==> config.mk <==
export PLATFORM = sky130hd
export DESIGN_NAME = ysyx_23060208_wbu
export DESIGN_NICKNAME = d
export VERILOG_FILES = /design/src/rtl/ysyx_23060208_wbu.sv
export SDC_FILE = /design/constraint.sdc
export NUM_CORES = 1
export LEC_CHECK = 0
export CAP_MARGIN = 0
export CORE_ASPECT_RATIO = 0.7
export CORE_UTILIZATION = 50
export DETAILED_ROUTE_END_ITERATION = 8
export MAX_ROUTING_LAYER = met4
export PLACE_DENSITY_LB_ADDON = 0.05
export SLEW_MARGIN = 30
export SYNTH_ARGS = -nofsm -noshare
export SYNTH_HDL_FRONTEND = slang
export SYNTH_SLANG_ARGS = --single-unit
==> constraint.sdc <==
create_clock -name clock -period 2.2 [get_ports clock]
set_input_delay 0.44 -clock clock [delete_from_list [all_inputs] [get_ports clock]]
set_output_delay 0.44 -clock clock [all_outputs]
set_load 0.1 [all_outputs]
==> src/rtl/ysyx_23060208_wbu.sv <==
// Write-back stage: takes one retiring instruction per handshake, waits for
// load data when the instruction is a load, extends it, and drives the
// registered regfile write port together with a one-cycle commit pulse.
module ysyx_23060208_wbu #(
    parameter int REG_WIDTH  = 5,
    parameter int DATA_WIDTH = 32
) (
    input  logic                  clock,
    input  logic                  reset,
    input  logic                  in_valid,
    output logic                  in_ready,
    input  logic [DATA_WIDTH-1:0] in_pc,
    input  logic [REG_WIDTH-1:0]  in_rd,
    input  logic                  in_rd_wen,
    input  logic [DATA_WIDTH-1:0] in_result,
    input  logic                  in_is_load,
    input  logic [2:0]            in_ld_funct3,
    input  logic                  mem_rvalid,
    output logic                  mem_rready,
    input  logic [DATA_WIDTH-1:0] mem_rdata,
    output logic                  rf_wen,
    output logic [REG_WIDTH-1:0]  rf_waddr,
    output logic [DATA_WIDTH-1:0] rf_wdata,
    output logic                  commit_valid,
    output logic [DATA_WIDTH-1:0] commit_pc
);

    typedef enum logic [1:0] {
        IDLE     = 2'd0,
        WAIT_MEM = 2'd1,
        WRITE    = 2'd2
    } state_t;

    state_t                state_reg;
    state_t                state_next;

    // Fields of a load that is waiting for its memory response
    logic [DATA_WIDTH-1:0] pc_reg;
    logic [REG_WIDTH-1:0]  rd_reg;
    logic                  rd_wen_reg;
    logic [2:0]            funct3_reg;
    logic [1:0]            addr_reg;

    logic                  accept;
    logic [7:0]            ld_byte;
    logic [15:0]           ld_half;
    logic [DATA_WIDTH-1:0] ext_data;

    // Held in reset, in_ready is forced low so nothing is accepted
    assign in_ready   = reset && (state_reg != WAIT_MEM);
    assign mem_rready = reset && (state_reg == WAIT_MEM);
    assign accept     = in_valid && in_ready;

    // State register
    always_ff @(posedge clock) begin
        if (!reset) begin
            state_reg <= IDLE;
        end else begin
            state_reg <= state_next;
        end
    end

    // Next-state logic; WRITE lasts one cycle and may accept the next instruction
    always_comb begin
        state_next = state_reg;
        case (state_reg)
            IDLE, WRITE: begin
                if (accept) begin
                    state_next = in_is_load ? WAIT_MEM : WRITE;
                end else begin
                    state_next = IDLE;
                end
            end
            WAIT_MEM: begin
                if (mem_rvalid) begin
                    state_next = WRITE;
                end
            end
            default: state_next = IDLE;
        endcase
    end

    // Capture the instruction so a load can be retired once its data arrives
    always_ff @(posedge clock) begin
        if (!reset) begin
            pc_reg     <= '0;
            rd_reg     <= '0;
            rd_wen_reg <= 1'b0;
            funct3_reg <= 3'd0;
            addr_reg   <= 2'd0;
        end else if (accept) begin
            pc_reg     <= in_pc;
            rd_reg     <= in_rd;
            rd_wen_reg <= in_rd_wen;
            funct3_reg <= in_ld_funct3;
            addr_reg   <= in_result[1:0];
        end
    end

    // Lane selection and extension of the returned load word
    always_comb begin
        ld_byte = mem_rdata[{addr_reg, 3'b000} +: 8];
        ld_half = mem_rdata[{addr_reg[1], 4'b0000} +: 16];
        case (funct3_reg)
            3'b000:  ext_data = {{(DATA_WIDTH-8){ld_byte[7]}}, ld_byte};
            3'b001:  ext_data = {{(DATA_WIDTH-16){ld_half[15]}}, ld_half};
            3'b100:  ext_data = {{(DATA_WIDTH-8){1'b0}}, ld_byte};
            3'b101:  ext_data = {{(DATA_WIDTH-16){1'b0}}, ld_half};
            default: ext_data = mem_rdata;
        endcase
    end

    // Registered write port and commit pulse: loaded on the edge entering WRITE
    always_ff @(posedge clock) begin
        if (!reset) begin
            rf_wen       <= 1'b0;
            rf_waddr     <= '0;
            rf_wdata     <= '0;
            commit_valid <= 1'b0;
            commit_pc    <= '0;
        end else begin
            rf_wen       <= 1'b0;
            commit_valid <= 1'b0;
            if (accept && !in_is_load) begin
                rf_wen       <= in_rd_wen && (in_rd != '0);
                rf_waddr     <= in_rd;
                rf_wdata     <= in_result;
                commit_valid <= 1'b1;
                commit_pc    <= in_pc;
            end else if (state_reg == WAIT_MEM && mem_rvalid) begin
                rf_wen       <= rd_wen_reg && (rd_reg != '0);
                rf_waddr     <= rd_reg;
                rf_wdata     <= ext_data;
                commit_valid <= 1'b1;
                commit_pc    <= pc_reg;
            end
        end
    end

endmodule
== Word level (Yosys, flattened, before mapping) ==
Index checks and enable logic that the tools add are counted.

* Bits in registers: 116
* Bits in latches: 0
* Memory bits (writable): 0
* ROM bits: 0
* Bits of input ports: 110
* Output and inout port bits: 73
* Logic and storage cells: 49
* Memories kept: 0

* Add/sub/neg operators: 0
* $mul: 0
* Div/mod/pow operators: 0
* Magnitude comparators: 0
* Eq/ne operators: 7
* Shift operators: 2
* Muxes and demuxes: 15
* Bitwise logic cells: 0
* Reduce and logical (&&, ||, !) cells: 14

{| class="wikitable"
|+ Operators with widths
! kind !! number
|-
| 2-to-1 mux 32 bit || 4
|-
| one-hot mux 32 bit (4 select lines) || 1
|-
| indexed part select 32 x 6 -> 16 bit || 1
|-
| indexed part select 32 x 6 -> 8 bit || 1
|-
| 2-to-1 mux 5 bit || 2
|-
| nonzero test 5 bit || 2
|-
| logical AND 1 bit || 7
|-
| == test 3 bit, second input constant || 2
|-
| 2-to-1 mux 2 bit || 3
|-
| 2-to-1 mux 1 bit || 4
|-
| one-hot mux 2 bit (2 select lines) || 1
|-
| == test 3 x 1 -> 1 bit, second input constant || 1
|-
| logical NOT 3 bit || 1
|-
| == test 2 x 1 -> 1 bit, second input constant || 1
|-
| == test 2 bit, second input constant || 1
|-
| logical NOT 2 bit || 1
|-
| != test 2 x 1 -> 1 bit, second input constant || 1
|-
| != test 2 bit, second input constant || 1
|-
| nonzero test 2 bit || 1
|-
| OR reduction 2 bit || 1
|-
| logical NOT 1 bit || 1
|}

== Longest topological paths before layout ==
* Word-level depth: 5
* Gate-level depth with buffers: 7
* Mapped depth without buffers: 4

== Worst setup path before layout ==
No wires, ideal clock.

* Path kind: input port to output port
* Start: input reset
* End: output mem_rready
* Data arrival time: 2.168 ns
* Data required time: 1.760 ns
* Path slack: -0.408 ns
* Stages: 4
* Buffers on the path: 2
* Cell sequence: buf_2 -> inv_1 -> buf_1 -> nor2_1

* Cells in the longest elaborated chain, start to end: 1

{| class="wikitable"
|+ Ends and longest elaborated chain
! what !! line !! RTL
|-
| start: declaration || 9 || <nowiki>input logic reset,</nowiki>
|-
| logical AND 1 bit || 51 || <nowiki>assign mem_rready = reset && (state_reg == WAIT_MEM);</nowiki>
|-
| end: declaration || 19 || <nowiki>output logic mem_rready,</nowiki>
|}

No other way between the ends.

== Final worst setup path ==
* Start: register state_reg[1]
* End: output in_ready

* Cells in the longest elaborated chain, start to end: 2

{| class="wikitable"
|+ Ends and longest elaborated chain
! what !! line !! RTL
|-
| start: declaration || 34 || <nowiki>state_t state_reg;</nowiki>
|-
| start signal: assignment || 59 || <nowiki>state_reg <= state_next;</nowiki>
|-
| != test 2 x 1 -> 1 bit || 50 || <nowiki>assign in_ready = reset && (state_reg != WAIT_MEM);</nowiki>
|-
| logical AND 1 bit || 50 ||
|-
| end: declaration || 11 || <nowiki>output logic in_ready,</nowiki>
|}

No other way between the ends.

==> metrics.txt <==
# TYPE chip_impl_metric gauge
chip_impl_metric{name="io_pins",unit=""} 183
chip_impl_metric{name="numCtsBuffers",unit=""} 17
chip_impl_metric{name="holdBufCountCts",unit=""} 0
chip_impl_metric{name="internal-power",unit="W"} 0.00444
chip_impl_metric{name="globalRouteOverflowTotal",unit=""} 0
chip_impl_metric{name="seq_power_share",unit="%"} 35.9
chip_impl_info{name="cts.root.buffer_cell",value="clkbuf_16"} 1
chip_impl_metric{name="hold-worst-slack",unit="ps"} 412
chip_impl_info{name="cts_tree",value="yes"} 1
chip_impl_metric{name="start_util",unit="%"} 52.2
chip_impl_metric{name="place.detailed.hpwl",unit="mm"} 12.1
chip_impl_metric{name="layout.cells.non_filler",unit=""} 971
chip_impl_metric{name="timing.final.crit_period",unit="ps"} 2060
chip_impl_metric{name="detail_route.iter0.violations",unit=""} 579
chip_impl_metric{name="p_clk_share",unit="%"} 41.9
chip_impl_metric{name="worst_slack",unit="ps"} 139
chip_impl_metric{name="synth-edff-count",unit=""} 0
chip_impl_metric{name="grt_use_total",unit="%"} 32.6
chip_impl_info{name="outcome",value="finished, final reports clean"} 1
chip_impl_metric{name="critical_path.max_stage_delay",unit="ps"} 340
chip_impl_metric{name="clock_sinks",unit=""} 116
chip_impl_metric{name="layout.filler_cells",unit=""} 775
chip_impl_metric{name="place.port_buffers",unit=""} 182
chip_impl_metric{name="post-route-period-util",unit="%"} 93.7
chip_impl_metric{name="final_clock_skew",unit="ps"} 11.6
chip_impl_metric{name="peakVddDrop",unit="mV"} 0.555
chip_impl_metric{name="clkLatencyLatePin",unit="ps"} 410
chip_impl_metric{name="synth.avg_cell_area",unit="um2"} 8.21
chip_impl_metric{name="asyncSetResetFlopFracSynth",unit="%"} 0
chip_impl_metric{name="placement_rows",unit=""} 31
chip_impl_metric{name="final_layout_size_suffix_gt1_share",unit="%"} 19.0
chip_impl_metric{name="max_slew.worst_pin.slew",unit="ps"} 687
chip_impl_metric{name="max_slew_margin",unit="%"} 54.0
chip_impl_metric{name="power.net_switching",unit="W"} 0.00203
chip_impl_metric{name="leakagePower",unit="nW"} 2.97
chip_impl_metric{name="yosys.cell_types.count",unit=""} 46
chip_impl_info{name="grt_setup_unrepaired",value="false"} 1
chip_impl_metric{name="drt_pass1_iterations",unit=""} 5
chip_impl_metric{name="antenna_violating_nets_remaining",unit=""} 0
chip_impl_metric{name="netlist_instances",unit=""} 666
chip_impl_info{name="timing_worst_setup_path_type",value="reg -> out"} 1
chip_impl_metric{name="power_per_cell_area",unit="mW/mm2"} 826
chip_impl_metric{name="total_number_of_nets_in_the_final_design",unit=""} 935
chip_impl_metric{name="wire_length_of_the_first_global_routing_pass",unit="mm"} 27.7
chip_impl_metric{name="final_hold_violation_count",unit=""} 0
chip_impl_metric{name="core-area",unit="mm2"} 0.0105
chip_impl_info{name="worstPathCellList",value="nand2b_2, buf_4, and2_2, buf_12"} 1
chip_impl_metric{name="achievable-frequency",unit="MHz"} 485
chip_impl_metric{name="cap_viol_max_count",unit=""} 0
chip_impl_metric{name="fin_util",unit="%"} 74.8
chip_impl_metric{name="grt_pass1_vias",unit=""} 5374
chip_impl_info{name="startpoint_kind_of_the_worst_setup_timing_path",value="register"} 1
chip_impl_metric{name="avgRoutedWirePerCell",unit="um"} 18.4
chip_impl_metric{name="clk_pin_slew_worst_paths",unit="ps"} 60
chip_impl_metric{name="worst-path-max-fanout",unit=""} 18
chip_impl_metric{name="yosys_warnings",unit=""} 0
chip_impl_metric{name="area_growth",unit="%"} 43.3
chip_impl_metric{name="place.gp.congestion",unit=""} 0.937
chip_impl_info{name="end_kind",value="primary output"} 1
chip_impl_metric{name="cts_htree_levels",unit=""} 4
chip_impl_metric{name="number_of_pins_exceeding_their_max_slew_limit_in_the_final_report",unit=""} 0
chip_impl_metric{name="antenna_found_initial",unit=""} 1
chip_impl_metric{name="placed_cells",unit=""} 938
chip_impl_metric{name="remaining_drc_errors",unit=""} 0
chip_impl_metric{name="ys_seq_area_share",unit="%"} 42.5
chip_impl_info{name="worstHoldPathType",value="in -> reg"} 1
chip_impl_metric{name="setup_viol_count_final",unit=""} 0
chip_impl_metric{name="critical_path_arrival",unit="ps"} 1620
chip_impl_metric{name="die_area",unit="mm2"} 0.0114
chip_impl_metric{name="syn-cell-area",unit="mm2"} 0.00547
chip_impl_metric{name="post-place-ws",unit="ps"} -51.1
chip_impl_metric{name="synthesized_nets",unit=""} 776
chip_impl_metric{name="detail_route.wirelength",unit="mm"} 17.9
chip_impl_info{name="timing.critical_path.slowest_stage_cell",value="dfxtp_1"} 1
chip_impl_metric{name="sum_of_negative_setup_slack",unit="ps"} 0
chip_impl_metric{name="dieWidth",unit="um"} 127
chip_impl_metric{name="via_count",unit=""} 5884
chip_impl_info{name="synth_flop_cell",value="dfxtp_1"} 1
chip_impl_metric{name="cts_buffer_depth",unit=""} 2
chip_impl_metric{name="drt-vias-per-instance",unit=""} 6.06
chip_impl_metric{name="yosys_register_bits",unit=""} 116
chip_impl_metric{name="worst-endpoint-required",unit="ps"} 1760
chip_impl_metric{name="power.switching_fraction",unit="%"} 31.4
chip_impl_metric{name="die_height",unit="um"} 89.5
chip_impl_metric{name="grt_max_degree",unit=""} 50
chip_impl_metric{name="combinationalPowerShare",unit="%"} 22.2
==> Yosys cell counts (2+ instances only) <==
cell type | number | share of area, %
a31oi_1 | 8 | 0.92
mux2_2 | 10 | 2.1
a21oi_1 | 76 | 7.0
nor2_1 | 5 | 0.34
a221oi_1 | 7 | 1.1
o211ai_1 | 18 | 2.5
a22oi_2 | 2 | 0.46
o311ai_0 | 8 | 1.3
a22oi_1 | 44 | 6.0
buf_2 | 16 | 1.5
dfxtp_1 | 116 | 42
or3_1 | 7 | 0.80
o32ai_1 | 7 | 1.1
buf_4 | 11 | 1.5
and2_1 | 2 | 0.23
and3_1 | 2 | 0.23
nor2b_1 | 2 | 0.23
nand2b_1 | 2 | 0.23
clkbuf_1 | 33 | 2.3
buf_1 | 3 | 0.21
a311oi_1 | 7 | 1.1
o21ai_0 | 54 | 4.9
inv_1 | 16 | 1.1
nand3b_1 | 9 | 1.2
buf_6 | 6 | 1.2
a22o_1 | 8 | 1.3
or4_1 | 2 | 0.27
nand4b_1 | 8 | 1.3
nand4_1 | 9 | 1.0
and4_1 | 7 | 1.1
nand2_1 | 143 | 9.8
o21ai_1 | 4 | 0.37
==> cells by family (layout without fill, tap and decap cells) <==
logic type	count (synthesis)	count (layout)	share of synthesized area [%]
AO/OA/AOI/OAI	252	252	30.2
buffers and inverters	86	258	7.85
flip-flops	116	116	42.5
multiplexers	10	10	2.06
other	0	1	0
AND/OR/NAND/NOR	202	202	17.5
==> layout make-up <==
cell class                 instances  area, um2  area share, %
antenna                            1       2.50         0.0319
clock buffer                      20        457           5.83
clock inverter                    12        129           1.64
inverter                          17       63.8          0.814
multi-input combinational        464       2750           35.0
sequential                       116       2320           29.6
tap                              132        165           2.11
timing repair buffer             209       1950           24.9
==> cell usage in the layout (no fill, tap or decap), types with 2 or more instances in the layout <==
| cell | instances |
|---|---|
| o211ai_1 | 18 |
| inv_1 | 15 |
| o21ai_0 | 54 |
| a22oi_1 | 44 |
| mux2_2 | 10 |
| a22o_1 | 8 |
| nand3b_1 | 9 |
| clkbuf_8 | 2 |
| clkbuf_16 | 17 |
| and4_1 | 7 |
| a31oi_1 | 7 |
| o32ai_1 | 7 |
| buf_12 | 9 |
| a221oi_1 | 7 |
| or4_1 | 2 |
| nand4b_1 | 8 |
| or3_1 | 7 |
| nand2_1 | 143 |
| nor2_1 | 4 |
| clkinvlp_4 | 3 |
| and3_2 | 2 |
| bufinv_16 | 2 |
| o311ai_0 | 8 |
| o21ai_1 | 4 |
| nand4_1 | 9 |
| a311oi_1 | 7 |
| buf_4 | 92 |
| nor2b_2 | 2 |
| clkdlybuf4s50_1 | 108 |
| inv_6 | 2 |
| a22oi_2 | 2 |
| dfxtp_1 | 116 |
| a21oi_1 | 76 |
| clkinv_2 | 4 |
==> through the flow <==
stage          area (um2)  power (W)
2_1_floorplan        5470    0.00329
3_3_place_gp         7250    0.00375
3_5_place_dp         7250    0.00378
4_1_cts              7830    0.00649
5_1_grt              7840    0.00669
6_report             7840    0.00648
==> power by group through the flow <==
| stage | combinational [W] | sequential [W] | clock [W] |
|---|---|---|---|
| floorplan | 0.000479 | 0.00281 | 0 |
| global placement | 0.00139 | 0.00236 | 0 |
| detailed placement | 0.00142 | 0.00236 | 0 |
| CTS | 0.00142 | 0.00232 | 0.00274 |
| global route | 0.00151 | 0.00234 | 0.00284 |
| finish | 0.00144 | 0.00232 | 0.00271 |
==> worst max-delay path, delay by kind of cell (launching register included) <==
family | cells | cell delay, ps
flip-flops | 1 | 340
AND/OR/NAND/NOR | 2 | 420
buffers and inverters | 2 | 440
==> what timing repair did <==
action	CTS	global route
buffers inserted	0	0
gates resized for setup	0	1
endpoints found under the setup margin	0	1
==> per-layer routing <==
metal,vias to the layer above,part of all wire (%),track usage [%]
met5,-,0,-
met1,2777,45,43.8
met4,0,1.7,10.6
li1,2745,-,-
met2,328,43,48.6
met3,34,10,7.54
==> path summary, 6_finish.rpt <==
kind / from / endpoint / slack [ps] / cells past startpoint
hold / removal: reset / state_reg[1]$_SDFFE_PN0P_ / 410 / 2
setup / recovery: state_reg[1]$_SDFFE_PN0P_ / in_ready / 140 / 4
hold reg to reg: commit_pc[21]$_SDFFE_PN0P_ / commit_pc[21]$_SDFFE_PN0P_ / 450 / 2
setup reg to reg: addr_reg[0]$_SDFFE_PN0N_ / rf_wdata[4]$_SDFFE_PN0P_ / 360 / 5
(Power assumes the default switching activity.)
